`config.mk`:
```
export PLATFORM = sky130hd
export DESIGN_NAME = ram_dp_init
export DESIGN_NICKNAME = d
export VERILOG_FILES = /design/src/rtl/ram_pkg.sv /design/src/rtl/ram_init_seq.sv /design/src/rtl/ram_dp_init.sv
export SDC_FILE = /design/constraint.sdc
export NUM_CORES = 1
export LEC_CHECK = 0
export ABC_AREA = 1
export ABC_CLOCK_PERIOD_IN_PS = 5100
export CAP_MARGIN = 30
export CORE_ASPECT_RATIO = 0.75
export CORE_MARGIN = 5
export CORE_UTILIZATION = 45
export CTS_CLUSTER_SIZE = 40
export DETAILED_ROUTE_END_ITERATION = 8
export GPL_TIMING_DRIVEN = 0
export RECOVER_POWER = 100
export SKIP_CTS_REPAIR_TIMING = 1
export SYNTH_ARGS = -nofsm -noshare
export SYNTH_HDL_FRONTEND = slang
export SYNTH_HIERARCHICAL = 1
export SYNTH_SLANG_ARGS = --single-unit
```
`constraint.sdc`:
```
create_clock -name clk -period 5.1 [get_ports clk]
set_input_delay 0.51 -clock clk [delete_from_list [all_inputs] [get_ports clk]]
set_output_delay 0.51 -clock clk [all_outputs]
set_load 0.03 [all_outputs]
```
`src/rtl/ram_pkg.sv`:
```
// Shared types and helpers for the dual-port init RAM.
package ram_pkg;

  typedef enum logic {
    INIT  = 1'b0,
    READY = 1'b1
  } state_t;

  localparam int unsigned RDW_OLD = 0;
  localparam int unsigned RDW_NEW = 1;

  function automatic int unsigned lane_width(input int unsigned data_w,
                                             input int unsigned lanes);
    return data_w / lanes;
  endfunction

endpackage

```
`src/rtl/ram_init_seq.sv`:
```
// Init sequencer: walks every address once after reset or a clear request.
module ram_init_seq
  import ram_pkg::*;
#(
  parameter int unsigned MEM_SIZE = 6
) (
  input  logic                clk,
  input  logic                rst_n,
  input  logic                i_clear,
  output logic                o_busy,
  output logic                o_init_we,
  output logic [MEM_SIZE-1:0] o_init_addr
);

  localparam int unsigned CNT_W = MEM_SIZE + 1;
  localparam logic [CNT_W-1:0] LAST = CNT_W'((1 << MEM_SIZE) - 1);

  state_t             r_state;
  logic [CNT_W-1:0]   r_cnt;
  logic               r_busy;

  // Extra counter bit keeps the terminal compare unambiguous at the top address.
  always_ff @(posedge clk or negedge rst_n) begin
    if (!rst_n) begin
      r_state <= INIT;
      r_cnt   <= '0;
      r_busy  <= 1'b1;
    end else begin
      case (r_state)
        INIT: begin
          if (r_cnt == LAST) begin
            r_state <= READY;
            r_busy  <= 1'b0;
            r_cnt   <= '0;
          end else begin
            r_cnt <= r_cnt + CNT_W'(1);
          end
        end
        READY: begin
          if (i_clear) begin
            r_state <= INIT;
            r_cnt   <= '0;
            r_busy  <= 1'b1;
          end
        end
        default: begin
          r_state <= INIT;
          r_cnt   <= '0;
          r_busy  <= 1'b1;
        end
      endcase
    end
  end

  assign o_busy      = r_busy;
  assign o_init_we   = r_busy;
  assign o_init_addr = r_cnt[MEM_SIZE-1:0];

endmodule

```
`src/rtl/ram_dp_init.sv`:
```
// Simple-dual-port RAM with lane enables, RDW select, optional output stage
// and a hardware fill sequencer.
module ram_dp_init
  import ram_pkg::*;
#(
  parameter int unsigned        MEM_SIZE = 6,
  parameter int unsigned        DATA_W   = 10,
  parameter int unsigned        LANES    = 2,
  parameter int unsigned        RDW_MODE = RDW_OLD,
  parameter int unsigned        OUT_REG  = 0,
  parameter logic [DATA_W-1:0]  INIT_VAL = '0
) (
  input  logic                clk,
  input  logic                rst_n,
  input  logic                clear,
  input  logic                write,
  input  logic [LANES-1:0]    wr_lane_en,
  input  logic [MEM_SIZE-1:0] addr_w,
  input  logic [DATA_W-1:0]   datain,
  input  logic                read,
  input  logic [MEM_SIZE-1:0] addr_r,
  output logic [DATA_W-1:0]   dataout,
  output logic                rd_valid,
  output logic                busy
);

  localparam int unsigned LW    = lane_width(DATA_W, LANES);
  localparam int unsigned DEPTH = 1 << MEM_SIZE;

  logic [DATA_W-1:0]   r_mem [DEPTH];
  logic [DATA_W-1:0]   r_q1;
  logic                r_v1;

  logic                w_busy;
  logic                w_init_we;
  logic [MEM_SIZE-1:0] w_init_addr;
  logic                w_we;
  logic [LANES-1:0]    w_lane_en;
  logic [MEM_SIZE-1:0] w_waddr;
  logic [DATA_W-1:0]   w_wdata;
  logic                w_rd;
  logic [DATA_W-1:0]   w_old;
  logic [DATA_W-1:0]   w_merged;
  logic [DATA_W-1:0]   w_rdata;

  ram_init_seq #(
    .MEM_SIZE (MEM_SIZE)
  ) u_init_seq (
    .clk         (clk),
    .rst_n       (rst_n),
    .i_clear     (clear),
    .o_busy      (w_busy),
    .o_init_we   (w_init_we),
    .o_init_addr (w_init_addr)
  );

  // Sequencer owns the write port while busy; user accesses are dropped.
  assign w_we      = w_init_we | (write & ~w_busy);
  assign w_lane_en = w_init_we ? {LANES{1'b1}} : wr_lane_en;
  assign w_waddr   = w_init_we ? w_init_addr : addr_w;
  assign w_wdata   = w_init_we ? INIT_VAL : datain;
  assign w_rd      = read & ~w_busy;

  always_ff @(posedge clk) begin
    if (w_we) begin
      for (int i = 0; i < int'(LANES); i++) begin
        if (w_lane_en[i]) r_mem[w_waddr][i*LW +: LW] <= w_wdata[i*LW +: LW];
      end
    end
  end

  assign w_old = r_mem[addr_r];

  // Forwarded word for same-address read-during-write.
  always_comb begin
    w_merged = w_old;
    for (int i = 0; i < int'(LANES); i++) begin
      if (wr_lane_en[i]) w_merged[i*LW +: LW] = datain[i*LW +: LW];
    end
  end

  assign w_rdata = ((RDW_MODE == RDW_NEW) && write && (addr_w == addr_r)) ? w_merged : w_old;

  always_ff @(posedge clk or negedge rst_n) begin
    if (!rst_n) begin
      r_q1 <= '0;
      r_v1 <= 1'b0;
    end else begin
      r_v1 <= w_rd;
      if (w_rd) r_q1 <= w_rdata;
    end
  end

  if (OUT_REG != 0) begin : g_oreg
    logic [DATA_W-1:0] r_q2;
    logic              r_v2;

    always_ff @(posedge clk or negedge rst_n) begin
      if (!rst_n) begin
        r_q2 <= '0;
        r_v2 <= 1'b0;
      end else begin
        r_v2 <= r_v1;
        if (r_v1) r_q2 <= r_q1;
      end
    end

    assign dataout  = r_q2;
    assign rd_valid = r_v2;
  end else begin : g_noreg
    assign dataout  = r_q1;
    assign rd_valid = r_v1;
  end

  assign busy = w_busy;

endmodule

```
==> run metrics, run 1 <==
status=finished with violations; violated checks=max-capacitance violations, max-slew violations; drt drc=0; hold depth=2; Pint=~10 mW; FF-to-FF path depth=8; final worst-path cycle share=between 70% and 80%; total grt overflow=0; buffers added on ports=36; R2R Path End=r_mem[35][7]; # clock sinks=660; Util after Layout=approximately 52%; Crit-path slowest cell=nor2_2; post-DR wirelength/cell=roughly 25 um; HPWL after detailed placement=61.4 mm; Buf/Inv on CP=2; TritonCTS clock tree=built; Tot GR Track Use=approximately 26%; worst reg-to-reg setup slack=about 1200 ps; Yosys reg bits=660; Crit Path Class=reg -> reg; Sw Pwr=between 4 and 5 mW; Crit path max-delay family=simple AND/OR/NAND/NOR gates; leakage power=between 10 and 15 nW; CP Cell Sequence=clkbuf_1 -> clkbuf_1 -> nand2_1 -> o21ai_0 -> nand2_1 -> nor2_2 -> nand2_1 -> nor2_1; Final setup viols=0; CP max stage delay=860 ps; RSZ-0062 raised after global routing=no; antenna violations before repair=0; area leader, netlist=edfxtp_1; Sequential Area=19700 um2; Setup crit end kind=register; crit start category=register; row cnt=a little under 80; post-synth top area share=around 69%; sequential power share=a little under half; Num CTS Buffers=61; Slew @ Worst Pin=about 2400 ps; area grow syn2layout=13.6%; share of layout cells above drive strength 1=8.98%; Final Hold Viols=0; number of DRC markers in iteration 0=around 2700; Final nets=2630; fin. max-slew vios=242; max_cap viols=9; number of library cell types mapped by synthesis=26; Hold WC Path Type=reg -> reg; most common cell type on the critical path=nand2_1; via count=19600; Fill cells=approximately 5200; routability cong.=between 0.9 and 1; DR vias/cell=around 5.7; Mapped Area=~28000 um2; Synth area leaders=edfxtp_1 (69%), nand2_1 (12%), nand3_1 (11%); Die ar.=66600 um2; largest net degree at the start of global routing=34; final total power=approximately 14 mW; Max Clock Skew=about 24 ps; DIE HEIGHT=about 220 um; Post-Place Worst Slack=~1900 ps; Worst-path clk slew=approximately 60 ps; first-pass GRT wire length=around 120 mm; I/O pins=41; final WL=approximately 86 mm; Syn Inst Count=2479; H-tree depth=2; total iterations of the first detailed-routing run=6; minimum clock period after layout=roughly 3900 ps; maximum fanout along the worst path=10; Switching Share=between 30% and 40%; Clock power frac=around a third; Comb power frac=around a fifth; Setup WS post-layout=about 1200 ps; Clock Latency Late Sink=around 630 ps; Root Buffer=clkbuf_16; Slew HR=-62.5%; sequential fraction of the synthesis area=71.3%; area taken by multi-input logic gates=around 7000 um2; YS warnings=6; Fmax achieved=around 260 MHz; Clock Tree Buf Depth=3; post-synthesis area per instance=roughly 11 um2; Syn Nets=~2500; Starting Density=a little under half; Min-Delay Endpoint=dataout[3]; worst IR drop on VDD=approximately 0.32 mV; Pwr Density=461 nW/um2; hold path start=dataout[3]; worst r2r src=u_init_seq/o_busy; critical path required time=about 5300 ps; vias in the first global route=about 19000; WP data arrival=between 4000 and 5000 ps; Final ANT Viol Nets=0; Core Area=just over 60000 um2; Die Wd=~300 um
cell type report:
class / instances / share of cell area, %
Sequential cell: 660 / 62.8
Multi-Input combinational cell: 1621 / 22.3
Clock buffer: 67 / 4.96
Tap cell: 800 / 3.19
Buffer: 160 / 2.49
Timing Repair Buffer: 58 / 2.24
Clock inverter: 46 / 1.60
Inverter: 38 / 0.470
Antenna cell: 2 / 0.0159
cells by family (layout without fill, tap and decap cells):
family	count (synthesis)	after routing	share of synthesized area (%)
other cells	0	2	0
simple gates	1605	1605	24.8
xor+xnor	3	3	0.0950
buf+inv	198	369	3.42
flops	660	660	71.3
compound gates	12	12	0.321
fa+ha+maj	1	1	0.0452
cells in the final DEF (no fill, tap or decap), drive strengths merged:
master / instances
clkinv: 33
o21ai: 9
buf: 131
dfstp: 1
a31oi: 2
nand2: 860
nand4: 1
dfrtp: 19
diode: 2
inv: 37
clkdlybuf4s50: 23
edfxtp: 640
ha: 1
dlygate4sd3: 13
o21bai: 1
bufinv: 11
nand3: 584
clkbuf: 118
xnor2: 3
clkinvlp: 3
nor2: 160
per-stage QoR:
step	cells	cell area (um2)	hold WS (ps)	setup TNS, ps
finish	3452	31400	477	0
global route	3450	31400	505	0
CTS	3449	31600	-78.5	0
detailed placement	3336	29500	471	0
global placement	3315	29000	464	-666590
floorplan	2479	27700	214	0
worst reg2reg max path, delay by kind of cell (launching register included):
family                 cells  cell delay [ps]
flip-flops                 1              580
AO/OA/AOI/OAI              1              220
buffers and inverters      2              690
AND/OR/NAND/NOR            5             2020
cells in the mapped netlist (all sizes together):
cell	instances
dfstp	1
xnor2	3
nand4	1
clkbuf	39
ha	1
o21bai	1
o21ai	9
buf	121
dfrtp	19
a31oi	2
edfxtp	640
inv	37
nor2	160
nand3	584
nand2	860
clkinv	1
how the worst max path moves through the flow:
stage | startpoint | to | slack (ps) | cells past startpoint
final | u_init_seq/o_busy | r_mem[35][7] | 1200 | 8
after floorplan | u_init_seq/o_busy | r_mem[0][0] | 2150 | 4
after CTS | u_init_seq/o_busy | r_mem[35][7] | 1980 | 8
after global placement | datain[0] | r_mem[8][0] | -1430 | 3
after global routing | u_init_seq/o_busy | r_mem[35][7] | 1080 | 8
after detailed placement | write | r_mem[33][0] | 1890 | 4
power by group through the flow:
stage,sequential (mW),clock [mW],combinational [mW]
2_1_floorplan,7.04,0,1.40
3_3_place_gp,7.06,0,2.59
3_5_place_dp,7.00,0,2.84
4_1_cts,6.89,4.80,2.84
5_1_grt,6.93,5.04,2.97
6_report,6.90,4.75,2.82
state kept, by name, indices dropped and copies added, names as in the netlist:
| register | count |
|---|---|
| u_init_seq/r_state | 1 |
| u_init_seq/r_cnt | 7 |
| rd_valid | 1 |
| u_init_seq/o_busy | 1 |
| r_mem | 640 |
| dataout | 10 |
per-layer routing:
| layer | wire (um) | up-vias | global-route usage [%] |
|---|---|---|---|
| met5 | 0 | - | 0 |
| met4 | 2530 | 0 | 6.79 |
| met3 | 11600 | 171 | 8.67 |
| met2 | 36400 | 1075 | 37.4 |
| met1 | 35900 | 9494 | 37.6 |
| li1 | - | 8832 | - |
Power figures use the tool's default switching activity.
==> inputs of run 2 (changes only) <==
--- a/config.mk
+++ b/config.mk
@@ -6,7 +6,7 @@
 export NUM_CORES = 1
 export LEC_CHECK = 0
 export ABC_AREA = 1
-export ABC_CLOCK_PERIOD_IN_PS = 5100
+export ABC_CLOCK_PERIOD_IN_PS = 3400
 export CAP_MARGIN = 30
 export CORE_ASPECT_RATIO = 0.75
 export CORE_MARGIN = 5
==> constraint.sdc (replaced) <==
create_clock -name clk -period 3.4 [get_ports clk]
set_input_delay 0.34 -clock clk [delete_from_list [all_inputs] [get_ports clk]]
set_output_delay 0.34 -clock clk [all_outputs]
set_load 0.03 [all_outputs]
==> run metrics, run 2 (synthesis results as in run 1) <==
Worst-path clk slew=60 ps (about the same); leakage power=11.9 nW (about the same); total grt overflow=0 (unchanged); Slew @ Worst Pin=2260 ps (-172 ps); met2 usage in global routing=37.4% (unchanged); commonest cells after routing, fill and taps aside=nand2_1 (860), edfxtp_1 (640), nand3_1 (584); worst IR drop on VDD=0.461 mV (+43%); Slew HR=-51.0% (+11 points); largest net degree at the start of global routing=34 (unchanged); Final setup viols=0 (unchanged); final total power=21.7 mW (+50%); Final Hold Viols=0 (unchanged); row cnt=78 (unchanged); violated checks=max-capacitance violations, max-slew violations; met1 usage=37.6% (unchanged); area grow syn2layout=13.3%; Setup crit end kind=register; DR vias/cell=5.68 (+0.24%); Fill cells=5228 (+0.11%); max_cap viols=3 (-6); Num CTS Buffers=61 (unchanged); minimum clock period after layout=3230 ps (-661 ps); # clock sinks=660 (unchanged); Starting Density=45.6% (unchanged); Max Clock Skew=25.8 ps (+1.90 ps); Clock Tree Buf Depth=3 (unchanged); CP startpoint=u_init_seq/o_busy; TritonCTS clock tree=built; Clock power frac=33.0% (about the same); crit start category=register; critical path required time=3640 ps (-1700 ps); Comb power frac=19.3% (-0.2 points); Fmax achieved=309 MHz (+20%); Util after Layout=51.6% (-0.12 points); vias in the first global route=18500 (unchanged); Final nets=2630 (unchanged); Placement Cell Area=29500 um2 (unchanged); sequential power share=47.7% (about the same); Switching Share=30.4% (+0.039 points); RSZ-0062 raised after global routing=no; drt drc=0 (unchanged); fin. max-slew vios=77 (-68%); worst reg-to-reg setup slack=170 ps (-1040 ps); cell area after layout=31300 um2 (-0.24%); Final ANT Viol Nets=0 (unchanged); worst r2r src=u_init_seq/o_busy; Largest Register=r_mem; Die ar.=66600 um2 (unchanged); I/O pins=41 (unchanged); max reg flops=640 (unchanged); Tot GR Track Use=25.8% (unchanged); via count=19600 (+0.21%); Crit Path Class=reg -> reg; final WL=86.5 mm (about the same); share of layout cells above drive strength 1=9.40% (+0.42 points); WP data arrival=3480 ps (-660 ps); antenna violations before repair=0 (unchanged); R2R Path End=r_mem[34][8]; hold depth=4 (+2); Top Usage Layer GRT=met1; HPWL after detailed placement=61.4 mm (unchanged); first-pass GRT wire length=124 mm (unchanged); Root Buffer=clkbuf_16; commonest non-fill, non-tap cell in the layout=nand2_1; hold path start=clear; H-tree depth=2 (unchanged); setup TNS=0 ps (unchanged); DIE HEIGHT=225 um (unchanged); maximum fanout along the worst path=10 (unchanged); Core Area=60700 um2 (unchanged); total iterations of the first detailed-routing run=7 (+1); Sw Pwr=6.58 mW (+50%); Pint=15.1 mW (+50%); Hold WC Path Type=in -> reg; number of DRC markers in iteration 0=2601 (-3.1%); status=finished with violations; final worst-path cycle share=95.1% (+19 points); Min-Delay Endpoint=u_init_seq/r_state; routability cong.=0.909 (unchanged); GR Util met3=8.67% (unchanged); post-DR wirelength/cell=25.1 um (about the same); Clock Latency Late Sink=640 ps (about the same); buffers added on ports=36 (unchanged); Pwr Density=691 nW/um2 (+50%); FF-to-FF path depth=8 (unchanged); Die Wd=296 um (unchanged)
## run 2: cell count changes in the layout (fill, tap and decap cells not counted), sizes merged
cell	previous run	this run
diode	2	1
buf	131	130
clkbuf	118	119
## run 2: stage by stage
step | std cells | hold slack [ps] | worst slack [ps]
finish | 3451 | 384 | 166
floorplan | 2479 | 44.4 | 453
CTS | 3449 | -249 | 275
global route | 3450 | 410 | 79.6
detailed placement | 3336 | 433 | 313
global placement | 3315 | 464 | -3000
## run 2: layout make-up
cell class | count | area (um2) | area share [%]
repair buffers | 58 | 623 | 1.99
well taps | 800 | 1000 | 3.19
plain buffers | 160 | 795 | 2.54
clock buffers | 67 | 1560 | 4.97
inverters | 38 | 148 | 0.471
clock inverters | 46 | 502 | 1.60
flip-flops and latches | 660 | 19700 | 62.9
multi-input cells | 1621 | 6990 | 22.3
diodes | 1 | 2.50 | 0.00798
## run 2: per-layer routing
metal	up-vias	part of all wire, %
met3	170	13
met1	9502	42
li1	8837	-
met2	1104	42
met5	-	0
met4	0	2.8
## run 2: critical path: stages (launching register included)
cell     delay, ps
dfstp_2        560
buf_4          150
buf_6          150
nand2_1         60
o21ai_1        420
inv_4          150
nor2_4         490
nand2_1        140
nor2_1         700
## run 2: worst max path at each step
stage / end / cells after the start
2_1_floorplan: r_mem[0][0] / 4
3_3_place_gp: r_mem[8][0] / 4
3_5_place_dp: r_mem[35][6] / 8
4_1_cts: r_mem[35][7] / 8
5_1_grt: r_mem[40][2] / 7
6_report: r_mem[34][8] / 8
## run 2: power groups by stage
stage                     combinational (mW)  sequential, mW  clock, mW
final                                   4.17            10.3       7.14
after global routing                    4.40            10.4       7.56
after CTS                               4.26            10.3       7.19
after detailed placement                4.25            10.5          0
after global placement                  3.89            10.6          0
after floorplan                         2.09            10.6          0
==> inputs of run 3 (changes only) <==
--- a/config.mk
+++ b/config.mk
@@ -16,6 +16,7 @@
 export GPL_TIMING_DRIVEN = 0
 export RECOVER_POWER = 100
 export SKIP_CTS_REPAIR_TIMING = 1
+export SKIP_LAST_GASP = 1
 export SYNTH_ARGS = -nofsm -noshare
 export SYNTH_HDL_FRONTEND = slang
 export SYNTH_HIERARCHICAL = 1
==> results of run 3 <==
Final layout, timing and power as in run 2 (identical DEF).
==> edit 1, RTL diff (config.mk and constraints of run 3) <==
Reset style: synchronous (`rst_n`), changed in 3 clocked blocks.
--- a/src/rtl/ram_init_seq.sv
+++ b/src/rtl/ram_init_seq.sv
@@ -21,5 +21,5 @@
 
   // Extra counter bit keeps the terminal compare unambiguous at the top address.
-  always_ff @(posedge clk or negedge rst_n) begin
+  always_ff @(posedge clk) begin
     if (!rst_n) begin
       r_state <= INIT;
--- a/src/rtl/ram_dp_init.sv
+++ b/src/rtl/ram_dp_init.sv
@@ -82,5 +82,5 @@
   assign w_rdata = ((RDW_MODE == RDW_NEW) && write && (addr_w == addr_r)) ? w_merged : w_old;
 
-  always_ff @(posedge clk or negedge rst_n) begin
+  always_ff @(posedge clk) begin
     if (!rst_n) begin
       r_q1 <= '0;
@@ -96,5 +96,5 @@
     logic              r_v2;
 
-    always_ff @(posedge clk or negedge rst_n) begin
+    always_ff @(posedge clk) begin
       if (!rst_n) begin
         r_q2 <= '0;
Behaviour: same outputs for any inputs over 10 cycles, from zero or initial values and one cycle with rst_n low; that may be too few to reach the edited logic, so the function may still have changed.
==> edit 1 against run 3 <==
  * The run still ends with capacitance limit, slew limit left
  * Sequential cell count unchanged
  * Die area down 0.16%
  * Largest cell class unchanged
  * Routed wire length down 8.2%
  * Design area up 0.38%
  * Worst setup slack better by 0.098 ns
  * Synthesized area down 0.16%
  * Global-route usage down 2.0 points
  * Critical path type unchanged
  * Highest routed layer unchanged
Power is not compared: it rests on default switching activity, and its combinational part moved more than twofold at a synthesized area within 25%.
==> edit 1: results (changes against run 3) <==
Synthesis
  • Commonest cells post-synth: 824 x nand2_1, 640 x edfxtp_1, 596 x nand3_1
  • Synth cell types: 27 (+3.8%)
  • Commonest register cell after synthesis: edfxtp_1
  • Post-synthesis sequential area ratio: 71.0% (-0.25 points)
  • Post-synth EDFFs: 640 (unchanged)
  • Synth Net Count: 2527 (+0.72%)
  • Synth area leaders: edfxtp_1 70%, nand2_1 11%, nand3_1 11%
  • Asr flop ratio synth: 0% (-3.0 points)

Drt
  • Final WL: 79.4 mm (-8.2%)
  • Vias per cell: 5.61 (-1.2%)
  • 1st-iter DRT viols: 2395 (-7.9%)
  • Drt pass-1 iters: 8 (+1)

GRT
  • Global-route usage over all layers: 23.7% (-2.0 points)
  • Largest net degree at the start of global routing: 35 (+2.9%)
  • Initial antenna violation count: 4 (+4)
  • Vias in the first global route: 18566 (+0.33%)
  • Global-route wire length before repair: 115 mm (-6.9%)

Place
  • Dpl ws: 0.233 ns (-0.0798 ns)
  • Placed inst area: 29600 sq um (+0.10%)
  • GP Congestion: 0.903 (-0.63%)
  • DP Wirelength: 55.7 mm (-9.3%)

Clock tree
  • H-tree depth: 3 (+1)
  • Worst skew pair latency: 0.61 ns (-0.03 ns)
  • Root buf cell: clkbuf_16
  • TritonCTS Buffers: 67 (+9.8%)

Timing
  • Worst Clk Skew: 0.0238 ns (-0.00203 ns)
  • Slew Limit Fails: 30 (-61%)
  • Slew of the pin with the lowest slew margin: 1.95 ns (-0.307 ns)

Power and ir drop
  • Leakage: around 12 nW
  • Worst vdd ir: 356 uV

Layout
  • Layout cell share with drive strength beyond 1: 9.05% (-0.35 points)
  • # nets final: 2657 (+1.0%)
  • Layout fillers: 5234 (+0.11%)

Run
  • Max Cap Violations: 2 (-1)

Worst setup path
  • Slowest stage cell on the critical path: nor2_2
  • Worst path arrival time: 3.38 ns (-0.10 ns)
  • Largest stage delay on the critical path: 0.85 ns (+0.15 ns)

Status
  • Failing checks: capacitance limit, slew limit
  • Status: complete, but fails checks
-- edit 1: power by group --
part	switching, W	total (W)	internal, W
Combinational	0.000694	0.000973	0.000279
Clock	0.00298	0.00706	0.00408
Sequential	0.0000149	0.00885	0.00883
-- edit 1: final cells by class --
| cell class | instances | share of cell area [%] |
|---|---|---|
| sequential | 660 | 62.4 |
| multi-input combinational | 1625 | 22.3 |
| clock buffer | 98 | 6.14 |
| tap | 800 | 3.18 |
| buffer | 161 | 2.57 |
| timing repair buffer | 61 | 2.43 |
| inverter | 51 | 0.608 |
| clock inverter | 18 | 0.434 |
| antenna | 1 | 0.00795 |
-- edit 1: through the flow --
step / std cells / TNS, ns / utilization, %
global route: 3475 / 0 / 51.9
finish: 3475 / 0 / 51.9
CTS: 3473 / 0 / 52.2
floorplan: 2497 / 0 / -
detailed placement: 3357 / 0 / 48.8
global placement: 3333 / -1792.33 / 47.8
-- edit 1: worst min-delay path: stages --
cell	delay, ns
clkdlybuf4s50_1	0.41
nand2_1	0.10
nor2_1	0.05
-- edit 1: final timing paths --
check | cells after the start | from | slack (ns) | end
setup / recovery | 8 | u_init_seq/o_busy$_SDFFE_PN1P_ | 0.26 | r_mem[41][9]$_DFFE_PP_
hold / removal | 3 | read | 0.33 | rd_valid$_SDFF_PN0_
setup reg to reg | 8 | u_init_seq/o_busy$_SDFFE_PN1P_ | 0.26 | r_mem[41][9]$_DFFE_PP_
hold reg to reg | 2 | u_init_seq/r_cnt[6]$_SDFFE_PN0P_ | 0.47 | u_init_seq/r_cnt[6]$_SDFFE_PN0P_
-- edit 1: cell families after synthesis --
kind of cell             Yosys count  share of synthesized area [%]
AO/OA/AOI/OAI                     16                          0.385
XOR/XNOR                           2                         0.0634
adder cells (fa/ha/maj)            1                         0.0453
buffers and inverters            212                           3.64
flip-flops                       660                           71.0
AND/OR/NAND/NOR                 1606                           24.8
-- edit 1: metal layers --
metal,GRT usage (%),wire length [microns]
met4,6.56,2340
met5,0,0
met2,33.6,32700
met1,36.6,35300
met3,5.90,9110
==> edit 2, RTL diff (config.mk and constraints of run 3) <==
Without the edit above. `OUT_REG`: 0 -> 1.
--- a/src/rtl/ram_dp_init.sv
+++ b/src/rtl/ram_dp_init.sv
@@ -8,5 +8,5 @@
   parameter int unsigned        LANES    = 2,
   parameter int unsigned        RDW_MODE = RDW_OLD,
-  parameter int unsigned        OUT_REG  = 0,
+  parameter int unsigned        OUT_REG  = 1,
   parameter logic [DATA_W-1:0]  INIT_VAL = '0
 ) (
Behaviour: same outputs for any inputs over 10 cycles, from zero or initial values and one cycle with rst_n low; that may be too few to reach the edited logic, so the function may still have changed.
==> edit 2 against run 3 <==
  * The flow still finishes with violations (capacitance limit, slew limit)
  * Power is 2.9% higher
  * Worst setup slack better by 0.093 ns
  * Design area up 1.9%
  * Routed wire length increased by 0.85%
  * Non-clock buffer count up 1
  * Synthesized area is 1.5% higher
  * Sequential cell count up 11
  * Fmax up 3.0%
  * Critical path type unchanged
  * Largest cell class unchanged
==> edit 2: results (changes against run 3) <==
Synthesis
  • Synth cell types: 27 (+3.8%)
  • Mapped Cells: 2501 (+0.89%)
  • Post-synthesis sequential area ratio: 71.2% (about the same)
  • Synth area leaders: edfxtp_1 68%, nand2_1 12%, nand3_1 10%
  • Asr flop ratio synth: 4.62% (+1.6 points)
  • Commonest cells post-synth: 860 x nand2_1, 640 x edfxtp_1, 583 x nand3_1

Drt
  • Drt pass-1 iters: 8 (+1)
  • 1st-iter DRT viols: 2727 (+4.8%)
  • Final WL: 87.3 mm (+0.85%)
  • Via count: 19933 (+1.6%)

Power and ir drop
  • Switching part of the total power: 29.9% (-0.46 points)
  • Worst vdd ir: 420 uV (-8.9%)
  • Leakage: 12.1 nW (+2.1%)

Timing
  • Slew Limit Fails: 89 (+16%)
  • Worst Clk Skew: 0.0175 ns (-0.00830 ns)
  • Max_slew headroom: -5.61% (+45 points)

Status
  • Status: complete, but fails checks
  • Failing checks: capacitance limit, slew limit

GRT
  • Grt met3 use: 8.53% (-0.14 points)
  • Initial antenna violation count: 2 (+2)
  • Global-route track usage on met2: 37.4% (about the same)
  • Met1 Usage GRT: 36.6% (-0.93 points)
  • Global-route wire length before repair: 125 mm (+0.69%)
  • Vias in the first global route: 18910 (+2.2%)
  • Largest net degree at the start of global routing: 37 (+8.8%)
  • Global-route usage over all layers: 25.5% (-0.23 points)

Place
  • Placed inst area: 29900 sq um (+1.4%)
  • Placed cell count: 3368 (+0.96%)
  • GP Congestion: 0.921 (+1.3%)
  • DP Wirelength: 61.5 mm (+0.14%)

Layout
  • Largest register FFs: 640 (unchanged)
  • Layout cell share with drive strength beyond 1: 9.39% (-0.0095 points)
  • Non-filler cells, final: 3486 (+1.0%)
  • # nets final: 2657 (+1.0%)

Worst setup path
  • Worst path arrival time: 3.37 ns (-0.11 ns)
  • Largest stage delay on the critical path: 0.60 ns (-0.10 ns)
  • Slowest stage cell on the critical path: nor2_1

Clock tree
  • TritonCTS Buffers: 66 (+8.2%)
  • Clock-pin slew on the worst setup and hold paths: 0.06 ns (about the same)
  • Worst skew pair latency: 0.60 ns (-0.04 ns)
  • H-tree depth: 3 (+1)

Run
  • Max Cap Violations: 3 (unchanged)

Hold path
  • Worst hold path class: in2async
## edit 2: cell count changes in the layout (fill, tap and decap cells not counted), moves of 7 or more
cell	delta
clkbuf_1	+11
dfrtp_1	+11
buf_4	+7
mux2_2	+10
clkinv_2	-11
clkbuf_16	+8
buf_2	-11
## edit 2: area by class of cell
class	count	area (sq um)
tap	810	1010
sequential	671	20000
fill	5382	29900
clock buffer	79	1760
antenna	2	5.00
timing repair buffer	58	679
inverter	38	148
clock inverter	36	408
buffer	161	818
multi-input combinational	1631	7100
## edit 2: cell families after synthesis
family	synth area share (%)
multiplexers	0.401
flip-flops	71.2
adder cells (fa/ha/maj)	0.0446
AO/OA/AOI/OAI	0.316
XOR/XNOR	0.0936
AND/OR/NAND/NOR	24.4
buffers and inverters	3.46
## edit 2: power by group through the flow
stage / sequential, W / clock [W] / combinational (W)
floorplan: 0.0108 / 0 / 0.00216
global placement: 0.0108 / 0 / 0.00391
detailed placement: 0.0107 / 0 / 0.00428
CTS: 0.0105 / 0.00755 / 0.00429
global route: 0.0106 / 0.00791 / 0.00449
finish: 0.0105 / 0.00747 / 0.00428
## edit 2: routing by layer
layer,part of all wire [%],vias to the layer above
met5,0.015,-
met4,3.0,2
met3,13,156
met2,42,1167
met1,42,9671
li1,-,8937
## edit 2: worst reg2reg max path: stages, from the launching register on
cell and delay (ns):
dfstp_1 0.57, buf_4 0.17, buf_6 0.15, o21ai_2 0.09, inv_2 0.06, nand2_1 0.09, nor2_1 0.37, clkbuf_2 0.53
nand2_1 0.14, nor2_1 0.60
## edit 2: path summary, 6_finish.rpt
path,from,end,slack (ns),depth (start not counted)
setup / recovery,u_init_seq/o_busy$_DFFE_PN1P_,r_mem[55][7]$_DFFE_PP_,0.26,9
max in group asynchronous,rst_n,u_init_seq/r_cnt[0]$_DFFE_PN0P_,1.85,2
min in group clk,r_v1$_DFF_PN0_,rd_valid$_DFF_PN0_,0.37,0
hold / removal,rst_n,rd_valid$_DFF_PN0_,0.17,1
setup reg to reg,u_init_seq/o_busy$_DFFE_PN1P_,r_mem[55][7]$_DFFE_PP_,0.26,9
hold reg to reg,r_v1$_DFF_PN0_,rd_valid$_DFF_PN0_,0.37,0
## edit 2: stage by stage
stage	setup WS, ns	util, %	power, W
floorplan	0.453	-	0.0129
global placement	-2.84	47.6	0.0147
detailed placement	0.277	48.4	0.0150
CTS	0.318	51.9	0.0224
global route	0.168	51.6	0.0230
finish	0.259	51.6	0.0223
